## src/rtl/csr_regfile_pkg.sv

```systemverilog
// Shared parameters, CSR address map and trap payload type for the machine-mode CSR file.
package csr_regfile_pkg;

  localparam int unsigned XLEN                  = 64;
  localparam int unsigned EXCEPTION_CAUSE_WIDTH = 6;
  localparam int unsigned CSR_ADDR_W            = 12;
  localparam int unsigned RETIRE_W              = 2;
  localparam int unsigned MCAUSE_PAD_W          = XLEN - 1 - EXCEPTION_CAUSE_WIDTH;

  localparam logic [CSR_ADDR_W-1:0] CSR_MSTATUS  = 12'h300;
  localparam logic [CSR_ADDR_W-1:0] CSR_MISA     = 12'h301;
  localparam logic [CSR_ADDR_W-1:0] CSR_MIE      = 12'h304;
  localparam logic [CSR_ADDR_W-1:0] CSR_MTVEC    = 12'h305;
  localparam logic [CSR_ADDR_W-1:0] CSR_MSCRATCH = 12'h340;
  localparam logic [CSR_ADDR_W-1:0] CSR_MEPC     = 12'h341;
  localparam logic [CSR_ADDR_W-1:0] CSR_MCAUSE   = 12'h342;
  localparam logic [CSR_ADDR_W-1:0] CSR_MTVAL    = 12'h343;
  localparam logic [CSR_ADDR_W-1:0] CSR_MIP      = 12'h344;
  localparam logic [CSR_ADDR_W-1:0] CSR_MCYCLE   = 12'hB00;
  localparam logic [CSR_ADDR_W-1:0] CSR_MINSTRET = 12'hB02;
  localparam logic [CSR_ADDR_W-1:0] CSR_CYCLE    = 12'hC00;
  localparam logic [CSR_ADDR_W-1:0] CSR_INSTRET  = 12'hC02;
  localparam logic [CSR_ADDR_W-1:0] CSR_MHARTID  = 12'hF14;

  localparam int unsigned MSTATUS_MIE_BIT  = 3;
  localparam int unsigned MSTATUS_MPIE_BIT = 7;
  localparam int unsigned MSTATUS_MPP_LSB  = 11;
  localparam int unsigned MIP_MSIP_BIT     = 3;
  localparam int unsigned MIP_MTIP_BIT     = 7;
  localparam int unsigned MIP_MEIP_BIT     = 11;

  // MXL=2 (RV64) with the A, I and M extension bits set
  localparam logic [XLEN-1:0] MISA_VALUE  = 64'h8000_0000_0000_1101;
  localparam logic [XLEN-1:0] MIE_WR_MASK = XLEN'(64'h888);
  localparam logic [XLEN-1:0] MCAUSE_WR_MASK =
    {1'b1, {MCAUSE_PAD_W{1'b0}}, {EXCEPTION_CAUSE_WIDTH{1'b1}}};
  localparam logic [XLEN-1:0] EPC_MASK = ~XLEN'(1);

  typedef struct packed {
    logic                             is_intr;
    logic [EXCEPTION_CAUSE_WIDTH-1:0] cause;
    logic [XLEN-1:0]                  pc;
    logic [XLEN-1:0]                  tval;
  } trap_req_t;

  // Reserved mtvec modes (10/11) collapse to direct mode
  function automatic logic [XLEN-1:0] mtvec_legalize(input logic [XLEN-1:0] v);
    return v[1] ? {v[XLEN-1:2], 2'b00} : v;
  endfunction

endpackage

```

## src/rtl/csr_regfile_counter.sv

```systemverilog
// Free-running counter with a load override that suppresses the increment in the load cycle.
module csr_counter
  import csr_regfile_pkg::*;
#(
  parameter int unsigned WIDTH = XLEN,
  parameter int unsigned INC_W = RETIRE_W
) (
  input  logic             clk,
  input  logic             rst_n,
  input  logic             load,
  input  logic [WIDTH-1:0] load_val,
  input  logic [INC_W-1:0] inc,
  output logic [WIDTH-1:0] count
);

  always_ff @(posedge clk or negedge rst_n) begin
    if (!rst_n) begin
      count <= '0;
    end else if (load) begin
      count <= load_val;
    end else begin
      count <= count + WIDTH'(inc);
    end
  end

endmodule

```

## src/rtl/csr_regfile.sv

```systemverilog
// Machine-mode CSR file: combinational read port, one write port, trap/mret sequencing and counters.
module csr_regfile
  import csr_regfile_pkg::*;
(
  input  logic                             clk,
  input  logic                             rst,
  input  logic [CSR_ADDR_W-1:0]            csr_raddr_i,
  output logic [XLEN-1:0]                  csr_rdata_o,
  output logic                             csr_readable_o,
  output logic                             csr_writable_o,
  input  logic [CSR_ADDR_W-1:0]            csr_waddr_i,
  input  logic                             do_csr_write_i,
  input  logic [XLEN-1:0]                  csr_wrdata_i,
  input  logic                             trap_valid_i,
  input  logic                             trap_is_intr_i,
  input  logic [EXCEPTION_CAUSE_WIDTH-1:0] trap_cause_i,
  input  logic [XLEN-1:0]                  trap_pc_i,
  input  logic [XLEN-1:0]                  trap_tval_i,
  input  logic                             mret_valid_i,
  input  logic [RETIRE_W-1:0]              retire_cnt_i,
  input  logic                             msip_i,
  input  logic                             mtip_i,
  input  logic                             meip_i,
  output logic [XLEN-1:0]                  trap_target_o,
  output logic [XLEN-1:0]                  mepc_o,
  output logic                             irq_pending_o
);

  logic            mstatus_mie, mstatus_mpie;
  logic [XLEN-1:0] mie_q, mtvec_q, mscratch_q, mepc_q, mcause_q, mtval_q;
  logic [XLEN-1:0] mcycle, minstret;
  logic [XLEN-1:0] mstatus_c, mip_c, mtvec_base_c;
  trap_req_t       trap;

  logic wr_mstatus, wr_mie, wr_mtvec, wr_mscratch, wr_mepc, wr_mcause, wr_mtval;
  logic wr_mcycle, wr_minstret;

  assign trap = '{is_intr: trap_is_intr_i, cause: trap_cause_i,
                  pc: trap_pc_i, tval: trap_tval_i};

  assign wr_mstatus  = do_csr_write_i && (csr_waddr_i == CSR_MSTATUS);
  assign wr_mie      = do_csr_write_i && (csr_waddr_i == CSR_MIE);
  assign wr_mtvec    = do_csr_write_i && (csr_waddr_i == CSR_MTVEC);
  assign wr_mscratch = do_csr_write_i && (csr_waddr_i == CSR_MSCRATCH);
  assign wr_mepc     = do_csr_write_i && (csr_waddr_i == CSR_MEPC);
  assign wr_mcause   = do_csr_write_i && (csr_waddr_i == CSR_MCAUSE);
  assign wr_mtval    = do_csr_write_i && (csr_waddr_i == CSR_MTVAL);
  assign wr_mcycle   = do_csr_write_i && (csr_waddr_i == CSR_MCYCLE);
  assign wr_minstret = do_csr_write_i && (csr_waddr_i == CSR_MINSTRET);

  // Architectural views of mstatus (MPP hardwired to M) and live interrupt lines
  always_comb begin
    mstatus_c = '0;
    mstatus_c[MSTATUS_MIE_BIT]                     = mstatus_mie;
    mstatus_c[MSTATUS_MPIE_BIT]                    = mstatus_mpie;
    mstatus_c[MSTATUS_MPP_LSB+1:MSTATUS_MPP_LSB]   = 2'b11;
    mip_c = '0;
    mip_c[MIP_MSIP_BIT] = msip_i;
    mip_c[MIP_MTIP_BIT] = mtip_i;
    mip_c[MIP_MEIP_BIT] = meip_i;
  end

  always_comb begin
    csr_rdata_o    = '0;
    csr_readable_o = 1'b1;
    case (csr_raddr_i)
      CSR_MSTATUS:              csr_rdata_o = mstatus_c;
      CSR_MISA:                 csr_rdata_o = MISA_VALUE;
      CSR_MIE:                  csr_rdata_o = mie_q;
      CSR_MTVEC:                csr_rdata_o = mtvec_q;
      CSR_MSCRATCH:             csr_rdata_o = mscratch_q;
      CSR_MEPC:                 csr_rdata_o = mepc_q;
      CSR_MCAUSE:               csr_rdata_o = mcause_q;
      CSR_MTVAL:                csr_rdata_o = mtval_q;
      CSR_MIP:                  csr_rdata_o = mip_c;
      CSR_MCYCLE, CSR_CYCLE:    csr_rdata_o = mcycle;
      CSR_MINSTRET, CSR_INSTRET: csr_rdata_o = minstret;
      CSR_MHARTID:              csr_rdata_o = '0;
      default:                  csr_readable_o = 1'b0;
    endcase
  end

  assign csr_writable_o = csr_readable_o && (csr_raddr_i[11:10] != 2'b11);

  // Vectored mode only applies to interrupts
  assign mtvec_base_c = {mtvec_q[XLEN-1:2], 2'b00};
  always_comb begin
    trap_target_o = mtvec_base_c;
    if ((mtvec_q[1:0] == 2'b01) && trap_is_intr_i) begin
      trap_target_o = mtvec_base_c + (XLEN'(trap_cause_i) << 2);
    end
  end

  assign irq_pending_o = mstatus_mie && |(mip_c & mie_q);
  assign mepc_o        = mepc_q;

  // Trap-owned state: trap beats mret beats a software write
  always_ff @(posedge clk or negedge rst) begin
    if (!rst) begin
      mstatus_mie  <= 1'b0;
      mstatus_mpie <= 1'b0;
      mepc_q       <= '0;
      mcause_q     <= '0;
      mtval_q      <= '0;
    end else if (trap_valid_i) begin
      mstatus_mpie <= mstatus_mie;
      mstatus_mie  <= 1'b0;
      mepc_q       <= trap.pc & EPC_MASK;
      mcause_q     <= {trap.is_intr, {MCAUSE_PAD_W{1'b0}}, trap.cause};
      mtval_q      <= trap.tval;
    end else begin
      if (mret_valid_i) begin
        mstatus_mie  <= mstatus_mpie;
        mstatus_mpie <= 1'b1;
      end else if (wr_mstatus) begin
        mstatus_mie  <= csr_wrdata_i[MSTATUS_MIE_BIT];
        mstatus_mpie <= csr_wrdata_i[MSTATUS_MPIE_BIT];
      end
      if (wr_mepc)   mepc_q   <= csr_wrdata_i & EPC_MASK;
      if (wr_mcause) mcause_q <= csr_wrdata_i & MCAUSE_WR_MASK;
      if (wr_mtval)  mtval_q  <= csr_wrdata_i;
    end
  end

  always_ff @(posedge clk or negedge rst) begin
    if (!rst) begin
      mie_q      <= '0;
      mtvec_q    <= '0;
      mscratch_q <= '0;
    end else begin
      if (wr_mie)      mie_q      <= csr_wrdata_i & MIE_WR_MASK;
      if (wr_mtvec)    mtvec_q    <= mtvec_legalize(csr_wrdata_i);
      if (wr_mscratch) mscratch_q <= csr_wrdata_i;
    end
  end

  csr_counter #(.WIDTH(XLEN), .INC_W(RETIRE_W)) u_mcycle (
    .clk      (clk),
    .rst_n    (rst),
    .load     (wr_mcycle),
    .load_val (csr_wrdata_i),
    .inc      (RETIRE_W'(1)),
    .count    (mcycle)
  );

  csr_counter #(.WIDTH(XLEN), .INC_W(RETIRE_W)) u_minstret (
    .clk      (clk),
    .rst_n    (rst),
    .load     (wr_minstret),
    .load_val (csr_wrdata_i),
    .inc      (retire_cnt_i),
    .count    (minstret)
  );

endmodule
```

## config.mk

```make
export PLATFORM = sky130hd
export DESIGN_NAME = csr_regfile
export DESIGN_NICKNAME = d
export VERILOG_FILES = /design/src/rtl/csr_regfile_pkg.sv /design/src/rtl/csr_regfile_counter.sv /design/src/rtl/csr_regfile.sv
export SDC_FILE = /design/constraint.sdc
export NUM_CORES = 1
export LEC_CHECK = 0
export ABC_CLOCK_PERIOD_IN_PS = 4000
export CAP_MARGIN = 20
export CORE_MARGIN = 5
export CORE_UTILIZATION = 54
export DETAILED_ROUTE_END_ITERATION = 8
export PLACE_DENSITY_LB_ADDON = 0.3
export SYNTH_ARGS = -nofsm -noshare
export SYNTH_HDL_FRONTEND = slang
export SYNTH_HIERARCHICAL = 1
export SYNTH_SLANG_ARGS = --single-unit
```

## constraint.sdc

```tcl
create_clock -name clk -period 4 [get_ports clk]
set_clock_uncertainty 0.2 [all_clocks]
set_input_delay 1 -clock clk [delete_from_list [all_inputs] [get_ports clk]]
set_output_delay 1 -clock clk [all_outputs]
set_load 0.02 [all_outputs]
```

==> run_summary.xml <==
<?xml version="1.0" encoding="UTF-8"?>
<metrics>
  <group name="logic_synthesis">
    <metric name="synth_warnings" unit="">6</metric>
    <metric name="synth-edff-count" unit="">0</metric>
    <metric name="synthCells" unit="">2228</metric>
    <metric name="synth_seq_cells" unit="">394</metric>
    <metric name="dominant_cells_by_area_after_synthesis" unit="">dfrtp_1, mux2_2, mux2i_1, xor2_1, nand2_1</metric>
    <metric name="yosys.area.top_type" unit="">dfrtp_1</metric>
    <metric name="ys_seq_area_share" unit="%">41.5</metric>
    <metric name="synth.distinct_cells" unit="">75</metric>
    <metric name="synth_flop_cell" unit="">dfrtp_1</metric>
    <metric name="synth_area" unit="um2">23800</metric>
    <metric name="syn-mean-instance-area" unit="um2">10.7</metric>
    <metric name="synthDominantCellAreaShare" unit="%">41.5</metric>
    <metric name="async_reset_ff_share" unit="%">100</metric>
  </group>
  <group name="critical_path">
    <metric name="timing.critical_path.arrival" unit="ps">2860</metric>
    <metric name="crit_path_end_kind" unit="">output port</metric>
    <metric name="critical_path.cell_chain" unit="">buf_4, ha_4, a211oi_2, o21ai_1, buf_4, nand4_4, buf_12, buf_6, nor4_4, xor2_1, buf_4</metric>
    <metric name="critPathMaxFanout" unit="">8</metric>
    <metric name="critical-path-slowest-cell" unit="">ha_4</metric>
    <metric name="start_kind" unit="">input pin</metric>
    <metric name="critical-path-top-cell-by-count" unit="">buf_4</metric>
    <metric name="criticalPathCategory" unit="">in -&gt; out</metric>
    <metric name="cpPeakStageDelay" unit="ps">270</metric>
    <metric name="crit_required" unit="ps">2800</metric>
  </group>
  <group name="drt">
    <metric name="drc_errors" unit="">0</metric>
    <metric name="drtAntennaViolNets" unit="">0</metric>
    <metric name="via_count" unit="">21400</metric>
    <metric name="postRouteWirelength" unit="mm">85.3</metric>
    <metric name="firstDrtPassIters" unit="">6</metric>
    <metric name="detailedRoute.firstIterationViolations" unit="">2168</metric>
    <metric name="post_drt_via_cell_ratio" unit="">6.37</metric>
    <metric name="detail_route.wl_per_cell" unit="um">25.3</metric>
  </group>
  <group name="cts">
    <metric name="root_buffer" unit="">clkbuf_16</metric>
    <metric name="clock_insertion_delay_worst_skew" unit="ps">590</metric>
    <metric name="cts.sinks" unit="">394</metric>
    <metric name="path_clk_slew" unit="ps">60</metric>
    <metric name="ctsLongestPathBuffers" unit="">3</metric>
    <metric name="cts_tree" unit="">built</metric>
    <metric name="cts-buffers-inserted" unit="">45</metric>
    <metric name="cts_htree_levels" unit="">2</metric>
  </group>
  <group name="timing">
    <metric name="max-slew-margin-rel" unit="%">42.1</metric>
    <metric name="drv_slew" unit="">0</metric>
    <metric name="final.period_utilization" unit="%">102</metric>
    <metric name="finalSetupViolations" unit="">6</metric>
    <metric name="final-hold-violation-count" unit="">0</metric>
    <metric name="finalHoldWorstSlack" unit="ps">188</metric>
    <metric name="timing.final.crit_period" unit="ps">4060</metric>
    <metric name="rsz_0062_raised_after_global_routing" unit="">yes</metric>
    <metric name="slew_at_the_pin_closest_to_its_max_slew_limit" unit="ps">868</metric>
    <metric name="fmax" unit="MHz">246</metric>
    <metric name="worst_slack" unit="ps">-61.0</metric>
  </group>
  <group name="global_route">
    <metric name="grt.overflow.total" unit="">0</metric>
    <metric name="antenna_found_initial" unit="">1</metric>
    <metric name="globalRouteTotalUtil" unit="%">34.4</metric>
    <metric name="grt_first_pass_wirelength" unit="mm">130</metric>
    <metric name="grt_pass1_vias" unit="">22000</metric>
    <metric name="grt_start_max_net_pins" unit="">80</metric>
  </group>
  <group name="floorplanning">
    <metric name="die_width" unit="um">220</metric>
    <metric name="design.portCount" unit="">428</metric>
    <metric name="core.rowCount" unit="">76</metric>
    <metric name="effective_utilization_at_floorplan" unit="%">54.8</metric>
    <metric name="die-height" unit="um">220</metric>
    <metric name="core_area" unit="um2">43400</metric>
    <metric name="design.die.area" unit="um2">48300</metric>
  </group>
  <group name="outcome">
    <metric name="failed_checks" unit="">negative setup slack</metric>
    <metric name="run_status" unit="">complete, but fails checks</metric>
  </group>
  <group name="placed_design">
    <metric name="dp_hpwl" unit="mm">58.2</metric>
    <metric name="dpl.cell_count" unit="">3236</metric>
    <metric name="io_buffers" unit="">423</metric>
    <metric name="place_congestion" unit="">0.918</metric>
  </group>
  <group name="cells_and_area">
    <metric name="final-instance-count-excl-fill" unit="">3365</metric>
    <metric name="area_growth" unit="%">34.7</metric>
    <metric name="n_fill_cell" unit="">3075</metric>
    <metric name="nets" unit="">2990</metric>
    <metric name="post_route_cells_drive_above_1_share" unit="%">31.9</metric>
  </group>
  <group name="flow_run">
    <metric name="cap_viol_max_count" unit="">0</metric>
  </group>
  <group name="pwr">
    <metric name="vdd.ir_drop.worst" unit="mV">0.269</metric>
    <metric name="p_per_area" unit="nW/um2">322</metric>
    <metric name="leakage" unit="nW">14.1</metric>
  </group>
  <group name="worst_hold_path">
    <metric name="holdCritPathClass" unit="">in -&gt; async</metric>
  </group>
</metrics>
[logic make-up after synthesis]
group / share of synthesized area [%]
muxes: 24.7
DFF: 41.5
other: 0.0316
buffers and inverters: 3.51
AOI/OAI and AO/OA: 9.15
xor gates and xnor gates: 5.23
adders and majority gates: 0.779
and+or+nand+nor: 15.2
[layout by cell type, fill, tap and decap left out, drive strengths merged, types with 9 or more instances in the layout]
| cell type | instances |
|---|---|
| mux2 | 398 |
| dfrtp | 394 |
| buf | 302 |
| clkdlybuf4s50 | 278 |
| nand2 | 169 |
| mux2i | 138 |
| o21ai | 107 |
| nand4 | 83 |
| nand3 | 81 |
| nor2 | 81 |
| xor2 | 80 |
| clkbuf | 71 |
| xnor2 | 62 |
| a221o | 60 |
| o22ai | 56 |
| nor3 | 45 |
| inv | 40 |
| nor4 | 37 |
| and3 | 31 |
| a31oi | 24 |
| nor2b | 21 |
| or3 | 17 |
| a21oi | 17 |
| or4 | 16 |
| clkdlybuf4s15 | 15 |
| and2 | 14 |
| a22oi | 13 |
| and4 | 11 |
| o31ai | 10 |
| ha | 10 |
| clkinv | 9 |
[report_power, final]
| group | total [mW] | internal (mW) | switching, mW |
|---|---|---|---|
| Clock | 4.37 | 2.62 | 1.75 |
| Sequential | 4.47 | 4.22 | 0.242 |
| Combinational | 1.48 | 0.778 | 0.701 |
| Total | 10.3 | 7.62 | 2.69 |
[worst max-delay path: cells and delay by family]
family / cells / cell delay [ps]
simple gates: 2 / 410
fa+ha+maj: 1 / 270
buf+inv: 5 / 770
compound gates: 2 / 220
xor+xnor: 1 / 180
[final cells by class]
type	instances	area [um2]	area share [%]
Clock buffer	65	1320	4.13
Timing Repair Buffer	608	6020	18.8
Sequential cell	394	9860	30.8
Multi-Input combinational cell	1656	13700	42.9
Inverter	39	146	0.457
Antenna cell	1	2.50	0.00781
Clock inverter	17	223	0.695
Tap cell	585	732	2.28
[synthesized netlist by cell type (10+ instances only)]
master	count
and3_1	31
xnor2_1	62
o21ai_1	18
xor2_1	80
or3_1	17
a22oi_1	13
o22ai_1	56
and2_1	13
nor3_1	41
buf_2	43
dfrtp_1	394
nor4_2	22
mux2_1	42
nor4_1	15
mux2i_1	138
o21ai_0	89
nor2b_1	21
nand4_1	78
a21oi_1	17
or4_1	14
buf_6	10
nor2_1	81
o31ai_1	10
mux2_2	356
ha_1	10
inv_1	39
a31oi_1	24
clkbuf_1	75
a221o_1	60
nand3_1	76
nand2_1	168
[path summary, 6_finish.rpt]
path / from / end / slack [ps] / cells past startpoint
worst max-delay path: trap_cause_i[1] / trap_target_o[45] / -60 / 11
min in group clk: mscratch_q[39] / mscratch_q[39] / 300 / 1
worst max register to register: u_mcycle/count[0] / u_mcycle/count[62] / 810 / 8
worst min-delay path: rst / mepc_o[54] / 190 / 1
worst min register to register: mscratch_q[39] / mscratch_q[39] / 300 / 1
max in group asynchronous: rst / mtvec_q[15] / 2380 / 3
[what timing repair did]
item	4_1_cts	5_1_grt
pin swaps	32	25
endpoints found under the setup margin	127	112
resized for setup	653	107
cloned	13	0
hold buffers	0	0
buffers inserted	27	9
[flip-flops by register name, summed over array words and instances, names as in the netlist]
name              cells
mstatus_mie           1
mie_q                 3
u_minstret/count     64
mstatus_mpie          1
mtval_q              64
mcause_q              7
mscratch_q           64
u_mcycle/count       64
mtvec_q              63
mepc_o               63
[metrics by stage]
step | setup TNS [ps] | cell area [um2] | utilization (%) | setup slack, ps | power, mW
finish | -123 | 32000 | 73.9 | -61.0 | 10.3
global route | -1490 | 32000 | 73.9 | -143 | 10.7
CTS | -542 | 31800 | 73.3 | -136 | 10.3
detailed placement | -90230 | 29500 | 68.0 | -1080 | 5.98
global placement | -86990 | 29500 | 68.0 | -1070 | 5.91
floorplan | 0 | 23800 | - | 12.3 | 5.18
[metal layers]
metal	GRT usage, %	routed length [um]
met1	44.0	33200
met2	57.9	42000
met3	6.14	6600
met4	13.9	3400
met5	0	0
Power figures use the tool's default switching activity.
